--- config.mk ---
export PLATFORM = sky130hd
export DESIGN_NAME = ripple_carry_adder_r
export DESIGN_NICKNAME = d
export VERILOG_FILES = /design/src/rtl/ripple_carry_adder_r_pkg.sv /design/src/rtl/ripple_carry_adder_r_full_adder.sv /design/src/rtl/ripple_carry_adder_r.sv
export SDC_FILE = /design/constraint.sdc
export NUM_CORES = 1
export LEC_CHECK = 0
export BUFFER_PORTS_ARGS = -buffer_cell sky130_fd_sc_hd__buf_2
export CAP_MARGIN = 5
export CORE_AREA = 2 2 39 41
export CTS_BUF_LIST = sky130_fd_sc_hd__clkbuf_8
export DETAILED_ROUTE_END_ITERATION = 10
export DIE_AREA = 0 0 41 43
export HOLD_SLACK_MARGIN = 0.03
export PLACE_DENSITY = 0.59
export REMOVE_ABC_BUFFERS = 1
export SYNTH_ARGS = -nofsm -noshare
export SYNTH_HDL_FRONTEND = slang
export SYNTH_SLANG_ARGS = --single-unit
--- constraint.sdc ---
create_clock -name clk -period 2.05 [get_ports clk]
set_clock_uncertainty 0.05 [all_clocks]
set_input_delay 0.1025 -clock clk [delete_from_list [all_inputs] [get_ports clk]]
set_output_delay 0.1025 -clock clk [all_outputs]
set_load 0.02 [all_outputs]
--- src/rtl/ripple_carry_adder_r_pkg.sv ---
// rtl/ripple_carry_adder_r_pkg.sv - shared width default for the ripple-carry adder
package ripple_carry_adder_r_pkg;

  localparam int RCA_DEFAULT_N = 4;

endpackage

--- src/rtl/ripple_carry_adder_r_full_adder.sv ---
// rtl/ripple_carry_adder_r_full_adder.sv - single-bit full adder cell of the carry chain
module full_adder (
  input  logic a,
  input  logic b,
  input  logic cin,
  output logic s,
  output logic cout
);

  logic p;

  assign p    = a ^ b;
  assign s    = p ^ cin;
  assign cout = (a & b) | (cin & p);

endmodule

--- src/rtl/ripple_carry_adder_r.sv ---
// rtl/ripple_carry_adder_r.sv - N-bit ripple-carry adder with combinational and registered results
module ripple_carry_adder_r
  import ripple_carry_adder_r_pkg::*;
#(
  parameter int N = RCA_DEFAULT_N
) (
  input  logic         clk,
  input  logic         rst_n,
  input  logic [N-1:0] A,
  input  logic [N-1:0] B,
  input  logic         Cin,
  output logic [N-1:0] Sum,
  output logic         Cout,
  output logic [N-1:0] Sum_q,
  output logic         Cout_q,
  output logic         Ovf_q
);

  logic [N:0]   c;
  logic [N-1:0] sum_d, sum_q;
  logic         cout_d, cout_q;
  logic         ovf_d, ovf_q;

  assign c[0] = Cin;

  for (genvar i = 0; i < N; i++) begin : g_bit
    full_adder u_fa (
      .a    (A[i]),
      .b    (B[i]),
      .cin  (c[i]),
      .s    (Sum[i]),
      .cout (c[i+1])
    );
  end

  assign Cout = c[N];

  // Signed overflow: carry into the MSB disagrees with carry out of it (c[0]=Cin when N=1).
  always_comb begin
    sum_d  = Sum;
    cout_d = c[N];
    ovf_d  = c[N-1] ^ c[N];
  end

  always_ff @(posedge clk or negedge rst_n) begin
    if (!rst_n) begin
      sum_q  <= '0;
      cout_q <= 1'b0;
      ovf_q  <= 1'b0;
    end else begin
      sum_q  <= sum_d;
      cout_q <= cout_d;
      ovf_q  <= ovf_d;
    end
  end

  assign Sum_q  = sum_q;
  assign Cout_q = cout_q;
  assign Ovf_q  = ovf_q;

endmodule

==> metrics.csv, run 1 <==
metric;value;unit
synthTopCellsByArea;sky130_fd_sc_hd__dfrtp_1, sky130_fd_sc_hd__fa_1, sky130_fd_sc_hd__inv_1;
clk_pin_slew;0.03;ns
grt_remaining_overflow;0;
cts_num_sinks;6;
synth.ff_latch_count;6;
p_per_area;953;nW/um^2
finalHoldWorstSlack;0.153;ns
synth_warnings;0;
htree_num_levels;1;
clock_path_buffers;2;
final.period_utilization;97.4;%
top_level_ports;22;
wire_length_of_the_first_global_routing_pass;931;um
hold_path.class;input port to flip-flop;
number_of_enable_flip_flop_cells_after_synthesis;0;
totalPowerFinal;465;uW
p_leak;0.000270;uW
outcome;finished, final reports clean;
worst_ep_required_time;1.90;ns
post-dp-hpwl;523;um
antenna_violating_nets_remaining;0;
layout.nets;65;
grt_util_all_layers;8.75;%
grt_setup_unrepaired;true;
synth_cells;25;
detail_route.iter0.violations;5;
share_of_the_synthesized_area_in_the_top_cell_type;49.0;%
timing_hold_violations_final;0;
netlist_top_cells_count;sky130_fd_sc_hd__inv_1, sky130_fd_sc_hd__dfrtp_1, sky130_fd_sc_hd__buf_4, sky130_fd_sc_hd__fa_1, sky130_fd_sc_hd__xnor2_1;
cts_root_buffer;sky130_fd_sc_hd__clkbuf_8;
wire_per_inst;8.81;um
globalplace.congestion;0.572;
floorplan.die.width;41;um
antenna-diode-count;0;
number_of_global_route_vias_before_repair;239;
cap_viol_max_count;0;
numCtsBuffers;3;
first_pass_iters;3;
synth-seq-area-share;49.0;%
max_stage_delay;0.41;ns
path_max_fanout;2;
setup.worst_path.start_class;input port;
fillers;142;
critical-path-slowest-cell;sky130_fd_sc_hd__fa_1;
layout-drive-gt1-share;68.8;%
synth.cell_area;307;um^2
cp.depth;10;
setup-tns-final;0;ns
critPathLaunch;Cin;
timing.critical_path.to;Sum[3];
timing.final.setup_violations;0;
synthDominantAreaCellType;sky130_fd_sc_hd__dfrtp_1;
detail_route.wirelength;564;um
end_kind;primary output;
synth_top_flop_cell;sky130_fd_sc_hd__dfrtp_1;
worstMarginPinSlew;0.136;ns
max_slew_headroom;90.9;%
wl_met1;171;um
post_synth_num_cell_types;5;
detailroute.via_count;225;
worstPathCellList;buf_6, fa_2, inv_2, fa_2, inv_2, fa_2, inv_2, fa_1, inv_2, buf_6;
wl_met2;258;um
areaGrowthSynthToFinish;59.2;%
class_of_the_most_critical_setup_path;input port to primary output;
worst_path_most_repeated_cell;sky130_fd_sc_hd__inv_2;
floorplan.die.height;43;um
finalMaxSlewViolations;0;
num_rows;14;
synthesized_area_per_cell;12.3;um^2
detail_route.drc_violations;0;
finalCriticalPeriod;2.00;ns
post-synth-top-count-cell;sky130_fd_sc_hd__inv_1;
path_buf_inv;6;
detailroute.wirelength.met3;123;um
tritoncts_clock_tree;done;
die-area;1760;um^2
post_detailed_route_via_to_cell_ratio;3.52;
number_of_antenna_violations_at_the_first_check_in_global_routing;0;
vdd_drop_max;0.227;mV
max_clock_freq;501;MHz
grt_max_degree;7;
worst_ep_arrival_time;1.85;ns
start_util;22.2;%
core_area;1380;um^2
top_signal_layer_used;met4;
buffer_ports.inserted;21;
ys_async_sr_fraction;100;%
worst_path_dominant_cell_family;adder cells;
## metal layers
metal	vias to the layer above	track usage [%]
met4	0	8.00
met5	-	0
met3	2	5.76
met1	96	7.72
li1	107	-
met2	20	12.5
## final cells by class
| class | count | area, um^2 | area share (%) |
|---|---|---|---|
| Tap cell | 16 | 20.0 | 4.10 |
| Clock buffer | 3 | 41.3 | 8.46 |
| Inverter | 10 | 37.5 | 7.69 |
| Timing Repair Buffer | 24 | 143 | 29.2 |
| Multi-Input combinational cell | 5 | 96.3 | 19.7 |
| Sequential cell | 6 | 150 | 30.8 |
## power by group
part           switching (uW)  internal, uW  leakage (uW)
clock network            46.8           126     0.0000216
registers                3.72           139     0.0000699
logic                    88.8          61.3      0.000178
total                     139           326      0.000270
## through the flow
stage	utilization [%]	setup slack [ns]	cells	area [um^2]
floorplan	-	0.123	21	277
global placement	29.6	-0.0990	59	409
detailed placement	29.6	-0.123	59	409
CTS	35.3	-0.00929	64	488
global route	35.3	-0.0130	64	488
finish	35.3	0.0525	64	488
## sequential cells by signal, summed over array words and instances (netlist names)
name	count
Cout_q	1
Ovf_q	1
Sum_q	4
## worst min-delay path by stage
stage | startpoint | endpoint | cells after the start
2_1_floorplan | rst_n | Cout_q | 0
3_3_place_gp | rst_n | Sum_q[3] | 1
3_5_place_dp | rst_n | Cout_q | 1
4_1_cts | Cin | Sum_q[0] | 2
5_1_grt | Cin | Sum_q[0] | 2
6_report | Cin | Sum_q[0] | 2
## placed cells by master (no fill, tap or decap)
master / instances
sky130_fd_sc_hd__xnor2_1: 1
sky130_fd_sc_hd__dfrtp_1: 6
sky130_fd_sc_hd__buf_6: 2
sky130_fd_sc_hd__inv_2: 4
sky130_fd_sc_hd__fa_1: 1
sky130_fd_sc_hd__clkbuf_8: 3
sky130_fd_sc_hd__buf_2: 19
sky130_fd_sc_hd__buf_4: 2
sky130_fd_sc_hd__inv_1: 6
sky130_fd_sc_hd__fa_2: 3
sky130_fd_sc_hd__dlygate4sd3_1: 1
## cells by family (layout without fill, tap and decap cells)
family	count (synthesis)	after routing	share of synthesized area [%]
xor gates and xnor gates	1	1	2.86
adders and majority gates	4	4	26.1
buffers and inverters	14	37	22.0
DFF	6	6	49.0
## timing repair
item	in CTS	in global routing
resized for setup	10	0
hold buffers	1	0
setup buffers	1	0
endpoints found under the hold margin	6	0
setup endpoints to repair	1	1
pin swaps	4	3
Power figures use the tool's default switching activity.
==> inputs of run 2 (changes only) <==
ABC_AREA = 1   (was unset)
==> metrics.csv, run 2 <==
metric;value;unit
outcome;finished, final reports clean;
fin_util;34.9;%
post_synth_num_cell_types;6;
path_max_fanout;2;
detail_route.iter0.violations;0;
synth_warnings;0;
p_per_area;939;nW/um^2
setup.worst_path.start_class;input port;
die-area;1760;um^2
class_of_the_most_critical_setup_path;input port to primary output;
detail_route.wirelength;496;um
clk_pin_slew;0.03;ns
detailroute.via_count;222;
num_rows;14;
largest_register_ffs;4;
switching_share;29.3;%
finalCriticalPeriod;2.01;ns
hold-path-cell-count;2;
synth_top_flop_cell;sky130_fd_sc_hd__dfrtp_1;
max_slew_headroom;91.3;%
mostFrequentLayoutCells;sky130_fd_sc_hd__buf_2, sky130_fd_sc_hd__dfrtp_1, sky130_fd_sc_hd__inv_1, sky130_fd_sc_hd__inv_2;
worst_path_most_repeated_cell;sky130_fd_sc_hd__inv_2;
wire_length_of_the_first_global_routing_pass;786;um
mostFrequentLayoutCell;sky130_fd_sc_hd__buf_2;
buffer_ports.inserted;21;
grt_util_all_layers;7.68;%
number_of_global_route_vias_before_repair;208;
setup-tns-final;0;ns
detailedPlace.worstSlack;-0.114;ns
timing.final.setup_violations;0;
synthDominantAreaCellType;sky130_fd_sc_hd__dfrtp_1;
worst_ep_required_time;1.90;ns
layout.nets;66;
fillers;149;
synthTopCellsByArea;sky130_fd_sc_hd__dfrtp_1, sky130_fd_sc_hd__fa_1, sky130_fd_sc_hd__inv_1;
number_of_antenna_violations_at_the_first_check_in_global_routing;0;
clkPwrFrac;37.3;%
worstPathCellList;buf_6, fa_2, inv_2, fa_2, inv_2, fa_2, inv_2, fa_1, inv_2, buf_6;
post-dp-hpwl;420;um
floorplan.die.width;41;um
first_pass_iters;1;
finalMaxSlewViolations;0;
worstMarginPinSlew;0.130;ns
post-synth-top-count-cell;sky130_fd_sc_hd__inv_1;
grt_setup_unrepaired;true;
max_clock_freq;498;MHz
cap_viol_max_count;0;
timing_hold_violations_final;0;
cts_root_buffer;sky130_fd_sc_hd__clkbuf_8;
clock_path_buffers;2;
max_stage_delay;0.41;ns
number_of_enable_flip_flop_cells_after_synthesis;0;
areaGrowthSynthToFinish;56.3;%
critical-path-slowest-cell;sky130_fd_sc_hd__fa_1;
end_kind;primary output;
antenna-diode-count;0;
worst_ep_arrival_time;1.86;ns
grt_max_degree;7;
tritoncts_clock_tree;done;
top_level_ports;22;
final.period_utilization;97.9;%
antenna_violating_nets_remaining;0;
power.net_switching;133;uW
synthesized_area_per_cell;11.4;um^2
htree_num_levels;1;
detail_route.drc_violations;0;
layout-drive-gt1-share;67.3;%
hold_path.class;input port to flip-flop;
post_detailed_route_via_to_cell_ratio;3.42;
synth.cell_area;309;um^2
floorplan.die.height;43;um
synth.ff_latch_count;6;
finalHoldWorstSlack;0.145;ns
netlist_top_cells_count;sky130_fd_sc_hd__inv_1, sky130_fd_sc_hd__dfrtp_1, sky130_fd_sc_hd__buf_4, sky130_fd_sc_hd__fa_1, sky130_fd_sc_hd__nand2_1;
grt_remaining_overflow;0;
synth-seq-area-share;48.6;%
numCtsBuffers;3;
wire_per_inst;7.63;um
cts_num_sinks;6;
synth_cells;27;
globalplace.congestion;0.627;
ys_async_sr_fraction;100;%
p_leak;0.000271;uW
combinationalPowerShare;31.6;%
totalPowerFinal;454;uW
core_area;1380;um^2
start_util;22.3;%
vdd_drop_max;0.206;mV
timing.final.ws_setup;0.0424;ns
cellInternalPower;321;uW
power.share.sequential;31.1;%
share_of_the_synthesized_area_in_the_top_cell_type;48.6;%
## run 2: cell count changes after synthesis, sizes merged
| cell | before | now |
|---|---|---|
| nand2 | 0 | 3 |
| xnor2 | 1 | 0 |
## run 2: worst paths after layout
path | startpoint | to
worst max-delay path | Cin | Sum[3]
worst min-delay path | Cin | Sum_q[0]
min in group asynchronous | rst_n | Ovf_q
max in group asynchronous | rst_n | Sum_q[2]
## run 2: metrics by stage
| stage | cells | area (um^2) |
|---|---|---|
| after floorplan | 23 | 279 |
| after detailed placement | 60 | 404 |
| after global routing | 65 | 483 |
| final | 65 | 483 |
| after global placement | 60 | 404 |
| after CTS | 65 | 483 |
## run 2: logic make-up after synthesis
kind of cell | share of synthesized area (%)
buf+inv | 21.9
simple gates | 3.64
fa+ha+maj | 25.9
flops | 48.6
## run 2: cell type report
cell class / instances / area [um^2] / area share, %
inverters: 10 / 37.5 / 7.77
flip-flops and latches: 6 / 150 / 31.1
clock buffers: 3 / 41.3 / 8.55
repair buffers: 23 / 135 / 28.0
multi-input cells: 7 / 98.8 / 20.5
well taps: 16 / 20.0 / 4.15
## run 2: power by group through the flow
stage	registers (uW)	clock network (uW)	logic, uW
after global placement	142	0	126
final	141	169	143
after CTS	141	176	147
after detailed placement	143	0	127
after floorplan	170	0	52.3
after global routing	143	182	159
## run 2: critical path, delay by kind of cell
family	cells	cell delay [ns]
fa+ha+maj	4	1.31
buf+inv	6	0.44
## run 2: what timing repair did
action / in CTS / in global routing
hold buffers: 1 / 0
resized for setup: 10 / 0
pin swaps: 4 / 3
buffers inserted: 1 / 0
hold endpoints to repair: 6 / 0
endpoints found under the setup margin: 1 / 1
## run 2: metal layers
layer	vias to the layer above	track usage, %	share of wire (%)
met2	12	10.3	57
met5	-	0	0
li1	113	-	-
met3	2	1.57	9.9
met4	0	14.0	3.8
met1	95	6.25	29
